--- src/rtl/sample_text_writer.sv ---
// sample_text_writer: buffers signed 22-bit samples and streams each one as a decimal ASCII line.
// Defining SAMPLE_TEXT_WRITER_CRLF_EN ends each line with CR LF; otherwise lines end with LF only.
module sample_text_writer #(
    parameter int DEPTH = 4
) (
    input  logic        clk,
    input  logic        rst_n,
    input  logic        in_valid,
    output logic        in_ready,
    input  logic [21:0] in_data,
    output logic        out_valid,
    input  logic        out_ready,
    output logic [7:0]  out_data,
    output logic        busy,
    output logic [31:0] line_count
);
    localparam int AW = $clog2(DEPTH);
`ifdef SAMPLE_TEXT_WRITER_CRLF_EN
    localparam logic [7:0] TERM_FIRST = 8'h0D;
`else
    localparam logic [7:0] TERM_FIRST = 8'h0A;
`endif

    typedef enum logic [2:0] {IDLE, CONV, SIGN, DIGIT, TERM} state_t;

    state_t        state;
    logic [21:0]   mem [DEPTH];
    logic [AW-1:0] wp, rp;
    logic [AW:0]   cnt;
    logic          push, pop, empty, full, xfer;
    logic          neg;
    logic [21:0]   mag, head;
    logic [27:0]   bcd, bcd_adj, bcd_next;
    logic [4:0]    step;
    logic [2:0]    idx, first;

    function automatic logic [27:0] dabble(input logic [27:0] b);
        logic [27:0] r;
        for (int i = 0; i < 7; i++)
            r[4*i +: 4] = b[4*i +: 4] >= 4'd5 ? b[4*i +: 4] + 4'd3 : b[4*i +: 4];
        return r;
    endfunction

    // Index of the most significant non-zero digit; digit 0 is always printed.
    function automatic logic [2:0] lead(input logic [27:0] b);
        logic [2:0] r;
        r = 3'd0;
        for (int i = 1; i < 7; i++)
            if (b[4*i +: 4] != 4'd0) r = 3'(i);
        return r;
    endfunction

    function automatic logic [7:0] digit(input logic [27:0] b, input logic [2:0] i);
        return {4'h3, b[4*i +: 4]};
    endfunction

    assign empty    = cnt == '0;
    assign full     = cnt == (AW+1)'(DEPTH);
    assign in_ready = rst_n && !full;
    assign push     = in_valid && in_ready;
    assign pop      = state == IDLE && !empty;
    assign busy     = state != IDLE || !empty;
    assign xfer     = out_valid && out_ready;
    assign head     = mem[rp];
    assign bcd_adj  = dabble(bcd);
    assign bcd_next = {bcd_adj[26:0], mag[21]};
    assign first    = lead(bcd_next);

    always_ff @(posedge clk) begin
        if (push) mem[wp] <= in_data;
    end

    always_ff @(posedge clk or negedge rst_n) begin
        if (!rst_n) begin
            wp  <= '0;
            rp  <= '0;
            cnt <= '0;
        end else begin
            if (push) wp <= wp + 1'b1;
            if (pop) rp <= rp + 1'b1;
            cnt <= cnt + (AW+1)'(push) - (AW+1)'(pop);
        end
    end

    always_ff @(posedge clk or negedge rst_n) begin
        if (!rst_n) begin
            state      <= IDLE;
            neg        <= 1'b0;
            mag        <= '0;
            bcd        <= '0;
            step       <= '0;
            idx        <= '0;
            out_valid  <= 1'b0;
            out_data   <= 8'h00;
            line_count <= '0;
        end else begin
            case (state)
                IDLE: if (!empty) begin
                    neg   <= head[21];
                    mag   <= head[21] ? 22'(-head) : head;
                    bcd   <= '0;
                    step  <= '0;
                    state <= CONV;
                end
                CONV: begin
                    bcd  <= bcd_next;
                    mag  <= {mag[20:0], 1'b0};
                    step <= step + 5'd1;
                    if (step == 5'd21) begin
                        idx       <= first;
                        out_valid <= 1'b1;
                        state     <= neg ? SIGN : DIGIT;
                        out_data  <= neg ? 8'h2D : digit(bcd_next, first);
                    end
                end
                SIGN: if (xfer) begin
                    state    <= DIGIT;
                    out_data <= digit(bcd, idx);
                end
                DIGIT: if (xfer) begin
                    if (idx == 3'd0) begin
                        state    <= TERM;
                        out_data <= TERM_FIRST;
                    end else begin
                        idx      <= idx - 3'd1;
                        out_data <= digit(bcd, idx - 3'd1);
                    end
                end
                TERM: if (xfer) begin
                    if (out_data == 8'h0A) begin
                        state      <= IDLE;
                        out_valid  <= 1'b0;
                        out_data   <= 8'h00;
                        line_count <= line_count + 32'd1;
                    end else begin
                        out_data <= 8'h0A;
                    end
                end
                default: state <= IDLE;
            endcase
        end
    end
endmodule

--- config.mk ---
export PLATFORM = sky130hd
export DESIGN_NAME = sample_text_writer
export DESIGN_NICKNAME = d
export VERILOG_FILES = /design/src/rtl/sample_text_writer.sv
export SDC_FILE = /design/constraint.sdc
export NUM_CORES = 1
export LEC_CHECK = 0
export CAP_MARGIN = 20
export CORE_MARGIN = 3
export CORE_UTILIZATION = 50
export CTS_CLUSTER_SIZE = 10
export DETAILED_ROUTE_END_ITERATION = 8
export GPL_TIMING_DRIVEN = 0
export PLACE_DENSITY = 0.69
export SYNTH_ARGS = -nofsm -noshare
export SYNTH_HDL_FRONTEND = slang
export SYNTH_SLANG_ARGS = --single-unit
--- constraint.sdc ---
create_clock -name clk -period 3.1 [get_ports clk]
set_input_delay 0.62 -clock clk [delete_from_list [all_inputs] [get_ports clk]]
set_output_delay 0.62 -clock clk [all_outputs]
set_load 0.03 [all_outputs]
==> reports/metrics.yaml <==
global_routing:
  grt_max_degree: 75
  antenna_found_initial: 0
  grt_pass1_vias: 7002
  grt.total_usage_pct: 21.3
  grt_pass1_wl_mm: 36.8
  grt_overflow: 0
power:
  share_seq_of_total_power_pct: 51.2
  peakVddDrop_uv: 459
  pwr-share-clk_pct: 40.6
  power_density_nw_per_um2: 488
  power_switching_mw: 1.47
  p_int_mw: 4.26
  switching_share_pct: 25.7
  p_leak_nw: 4.52
  p_comb_share_pct: 8.2
worst_setup_path:
  worst_setup_path_end_kind: "flip-flop"
  arrival_ps: 3340
  startpoint_type: "flip-flop"
  worstPathRequired_ps: 3430
  cp_max_fo: 7
  path_class: "reg -> reg"
timing:
  hold_viol: 0
  timing.hold.ws_ps: 55.4
  setup_viol: 0
  max_slew.worst_pin.slew_ps: 705
  slew_headroom_pct: 52.9
  finalCriticalPeriod_ps: 3020
  fmax_mhz: 331
  clock_skew_ps: 9.21
  period_share_pct: 97.4
  slew_violations: 0
yosys:
  synth-edff-count: 88
  ys_seq_area_share_pct: 53.7
  synthFlopType: "dfrtp_1"
  synth_simple_gate_area_share_pct: 14.2
  synth_xor_area_share_pct: 5.54
  synth_fa_ha_area_share_pct: 3.47
  syn-instance-count: 876
  synth_cell_type_count: 70
  ys_warn_count: 0
  yosys-top-cells-area: "dfrtp_1 (27%), edfxtp_1 (27%), mux4_2 (6.3%)"
  ys_ff_latch: 196
  synth_top_cell_by_area: "dfrtp_1"
  postSynthAreaPerCell_um2: 11.4
  synth_compound_area_share_pct: 11.7
  muxShareOfSynthArea_pct: 8.49
  async_flop_share_pct: 55.1
  synth_area_um2: 9960
  synth_top_family_by_area: "simple AND/OR/NAND/NOR gates"
  yosysTopAreaCellShare_pct: 27.1
clock_network:
  clkSinkCount: 196
  clk_latency_ps: 450
  h-tree-depth: 4
  clockBufferDepth: 2
  cts_tree: "done"
  cts_root_buf: "clkbuf_16"
  numCtsBuffers: 17
  clk_pin_slew_worst_paths_ps: 80
  hold_buffers: 0
floorplan:
  io_pins: 69
  core_region_area_um2: 19100
  die_h_um: 147
  die_area_um2: 21600
  die_width_um: 147
  start_util_pct: 52.0
  row_count: 50
route:
  num_vias: 7150
  drt_iter0_drc: 565
  first_pass_iters: 7
  drc: 0
  routed_wl_mm: 22.5
  ant_nets: 0
  viasPerCell: 5.78
  wire_per_inst_um: 18.1
final_layout:
  final_core_util_pct: 61.4
  final_cell_mix: "dfrtp_1 (106), edfxtp_1 (88), o21ai_0 (86), nand2_1 (77), clkdlybuf4s50_1 (65)"
  antenna_cells: 0
  final_common_cell: "dfrtp_1"
  stdcell_count: 1237
  final_layout_size_suffix_gt1_share_pct: 10.8
  syn_to_final_growth_pct: 18.0
  n_fill_cell: 1579
  fin_nets: 1017
placement:
  post-dp-hpwl_mm: 16.0
  dp.cells: 1205
  io_buffer_count: 66
  place_congestion: 0.907
run_status:
  status: "complete, no violations"
hold_path:
  hold_path_class: "in -> async"
run:
  maxCapViolations: 0
-- stage by stage --
stage / setup WS (ps) / power (mW) / cell area, um^2 / TNS, ps
5_1_grt: -5.10 / 5.95 / 11700 / -5.10
3_3_place_gp: -3880 / 3.40 / 10900 / -664390
2_1_floorplan: 206 / 3.24 / 9960 / 0
4_1_cts: 25.8 / 5.75 / 11600 / 0
6_report: 81.7 / 5.73 / 11700 / 0
3_5_place_dp: -318 / 3.44 / 11000 / -928
-- cells by family after synthesis --
kind of cell / count (synthesis)
XOR/XNOR: 63
flip-flops: 196
multiplexers: 47
buffers and inverters: 70
other: 1
adder cells (fa/ha/maj): 27
AO/OA/AOI/OAI: 199
AND/OR/NAND/NOR: 273
-- layer usage --
metal  track usage, %  routed length (um)  vias up
li1                 -                   -     3404
met3             4.69                1210       34
met1             29.9               10100     3510
met2             34.0               10600      202
met4             5.87                 467        0
met5                0                   0        -
-- power by group through the flow --
| stage | sequential (mW) | combinational [mW] | clock [mW] |
|---|---|---|---|
| 2_1_floorplan | 2.98 | 0.267 | 0 |
| 3_3_place_gp | 2.99 | 0.412 | 0 |
| 3_5_place_dp | 2.99 | 0.447 | 0 |
| 4_1_cts | 2.94 | 0.449 | 2.36 |
| 5_1_grt | 2.95 | 0.523 | 2.47 |
| 6_report | 2.94 | 0.468 | 2.33 |
-- worst max-delay path, cell delays in order (launching register included) --
cell,delay (ps)
dfrtp_1,420
inv_1,150
ha_2,240
nand2b_1,90
a21oi_2,180
mux2_2,380
and4_1,220
clkbuf_1,190
and3_1,190
clkbuf_1,150
or3_1,390
a21oi_2,200
o31ai_1,100
-- area by class of cell --
| class | count | area [um^2] | share of cell area, % |
|---|---|---|---|
| inverter | 31 | 116 | 0.991 |
| tap | 260 | 325 | 2.77 |
| timing repair buffer | 71 | 787 | 6.70 |
| clock buffer | 17 | 425 | 3.62 |
| buffer | 36 | 165 | 1.41 |
| sequential | 196 | 5350 | 45.5 |
| multi-input combinational | 611 | 4380 | 37.2 |
| clock inverter | 15 | 205 | 1.75 |
-- synthesized netlist by cell type, types with 4 or more instances --
cell type / count
mux2_2: 7
nand2b_1: 11
nor2b_1: 5
buf_2: 6
nand3_1: 45
mux4_2: 28
a22oi_1: 21
nor2_1: 41
inv_1: 30
xor2_1: 18
nor3b_1: 11
a31oi_1: 4
nand4_1: 15
and3_1: 14
buf_1: 5
nand2_1: 77
and2_1: 5
clkbuf_1: 24
o21ai_0: 86
o31ai_1: 6
xnor2_1: 45
or2_2: 4
a21oi_1: 49
a21o_1: 5
mux2i_1: 11
nor3_1: 19
and4_1: 4
edfxtp_1: 88
dfrtp_1: 108
ha_1: 26
-- sequential cells by signal, summed over array words and instances (netlist names) --
signal and flops:
state 3, cnt 3, bcd 28, mem 88, wp 2, neg 1
rp 2, idx 3, out_data 6, out_valid 1, step 5, line_count 32
mag 22
-- what timing repair did --
item                                   CTS  global route
pin swaps                                0             1
resized for setup                        3            12
endpoints found under the hold margin    0             0
buffers inserted                         0             0
setup endpoints to repair                9            12
-- path summary, 6_finish.rpt --
path,start,end,slack [ps],cells after the start
worst min-delay path,rst_n,bcd[11]$_DFFE_PN0P_,60,1
worst max register to register,bcd[21]$_DFFE_PN0P_,out_data[3]$_DFFE_PN0P_,80,12
worst min register to register,line_count[31]$_DFFE_PN0P_,line_count[31]$_DFFE_PN0P_,480,1
max in group asynchronous,rst_n,mag[7]$_DFFE_PN0P_,2350,2
worst max-delay path,bcd[21]$_DFFE_PN0P_,out_data[3]$_DFFE_PN0P_,80,12
min in group clk,line_count[31]$_DFFE_PN0P_,line_count[31]$_DFFE_PN0P_,480,1
Note: power is estimated with default switching activity, not from simulation.
==> edit (same flow settings) <==
Add a define of `SAMPLE_TEXT_WRITER_CRLF_EN`.
--- a/src/rtl/sample_text_writer.sv
+++ b/src/rtl/sample_text_writer.sv
@@ -1,4 +1,6 @@
 // sample_text_writer: buffers signed 22-bit samples and streams each one as a decimal ASCII line.
 // Defining SAMPLE_TEXT_WRITER_CRLF_EN ends each line with CR LF; otherwise lines end with LF only.
+`define SAMPLE_TEXT_WRITER_CRLF_EN
+
 module sample_text_writer #(
     parameter int DEPTH = 4
Formal check against the unedited RTL: no difference found for any inputs over 10 cycles, from zero or initial values and one cycle with rst_n low; that may be too few to reach the edited logic, so the function may still have changed.
==> edit against the unedited design <==
- synthesized area grew 0.18%
- design area grew 0.11%
- total power decreased by 0.50%
- clock skew up 0.0039 ns
- routed wire length shrank 1.1%
- synthesized cell count shrank 0.68%
- setup slack improved by 0.084 ns
- count of clock-buffer cells in the layout stayed put
- first-iteration DRC count is 10% higher
- sequential cell count unchanged
- critical path type unchanged
- critical endpoint is now out_data[1]$_DFFE_PN0P_
==> edit: results (changes against the unedited design) <==
stage,metric,value,unit,change
outcome,status,completed,,unchanged
logic_synthesis,synthAdderAreaFrac,3.46,%,was 3.47%
global_routing,grt_usage,21.0,%,was 21.3%
finish,num-nonclk-inverters,32,,was 31
setup_path,reg2reg_to,out_data[1]$_DFFE_PN0P_,,was out_data[3]$_DFFE_PN0P_
global_routing,use_met1,28.7,%,was 29.9%
placement,placed_cell_area,11000,um2,about the same
global_routing,use_met3,4.53,%,was 4.69%
logic_synthesis,synth.distinct_cells,65,,was 70
setup_path,cpPeakStageDelay,0.36,ns,was 0.42 ns
finish,ff_latch_area,5350,um2,about the same
sta,holdWs,0.148,ns,was 0.0554 ns
routing,routed_wl,22.2,mm,was 22.5 mm
setup_path,cp_top_family,buffers and inverters,,was simple AND/OR/NAND/NOR gates
logic_synthesis,ys_top_cells_by_count,"dfrtp_1 (108), edfxtp_1 (88), o21ai_0 (77)",,"was dfrtp_1 (108), edfxtp_1 (88), o21ai_0 (86)"
routing,met3_length,1.24,mm,was 1.21 mm
setup_path,regToRegStartpoint,idx[0]$_DFFE_PN0P_,,was bcd[21]$_DFFE_PN0P_
finish,layout-drive-gt1-share,10.7,%,was 10.8%
global_routing,grt_max_degree,70,,was 75
placement,routabilityCongestion,0.912,,was 0.907
pwr,clkPwrFrac,40.4,%,was 40.6%
placement,dp_hpwl,16.1,mm,was 16.0 mm
sta,worst_pin_slew,0.731,ns,was 0.705 ns
pwr,ir_drop,397,uV,was 459 uV
finish,multi_input_gates,602,,was 611
finish,buffers,111,,was 107
routing,wl_met1,9.87,mm,was 10.1 mm
logic_synthesis,synth_mux_area_share,8.54,%,was 8.49%
logic_synthesis,synth_seq_area_share,53.6,%,was 53.7%
routing,vias_per_cell,5.75,,was 5.78
sta,skew,0.0131,ns,was 0.00921 ns
pwr,leakagePower,4.50,nW,was 4.52 nW
-- edit: repair_timing --
item,in CTS,in global routing
endpoints found under the setup margin,4,14
pin swaps,0,1
resized for setup,6,17
setup buffers,0,0
-- edit: how the worst max path moves through the flow --
stage | start | to | slack [ns] | cells past startpoint
finish | idx[0]$_DFFE_PN0P_ | out_data[1]$_DFFE_PN0P_ | 0.17 | 12
global route | idx[0]$_DFFE_PN0P_ | out_data[1]$_DFFE_PN0P_ | 0.01 | 12
CTS | idx[0]$_DFFE_PN0P_ | out_data[2]$_DFFE_PN0P_ | 0.02 | 13
detailed placement | idx[0]$_DFFE_PN0P_ | out_data[2]$_DFFE_PN0P_ | -0.57 | 13
global placement | rst_n | cnt[2]$_DFF_PN0_ | -3.84 | 11
floorplan | idx[0]$_DFFE_PN0P_ | out_data[2]$_DFFE_PN0P_ | 0.11 | 13
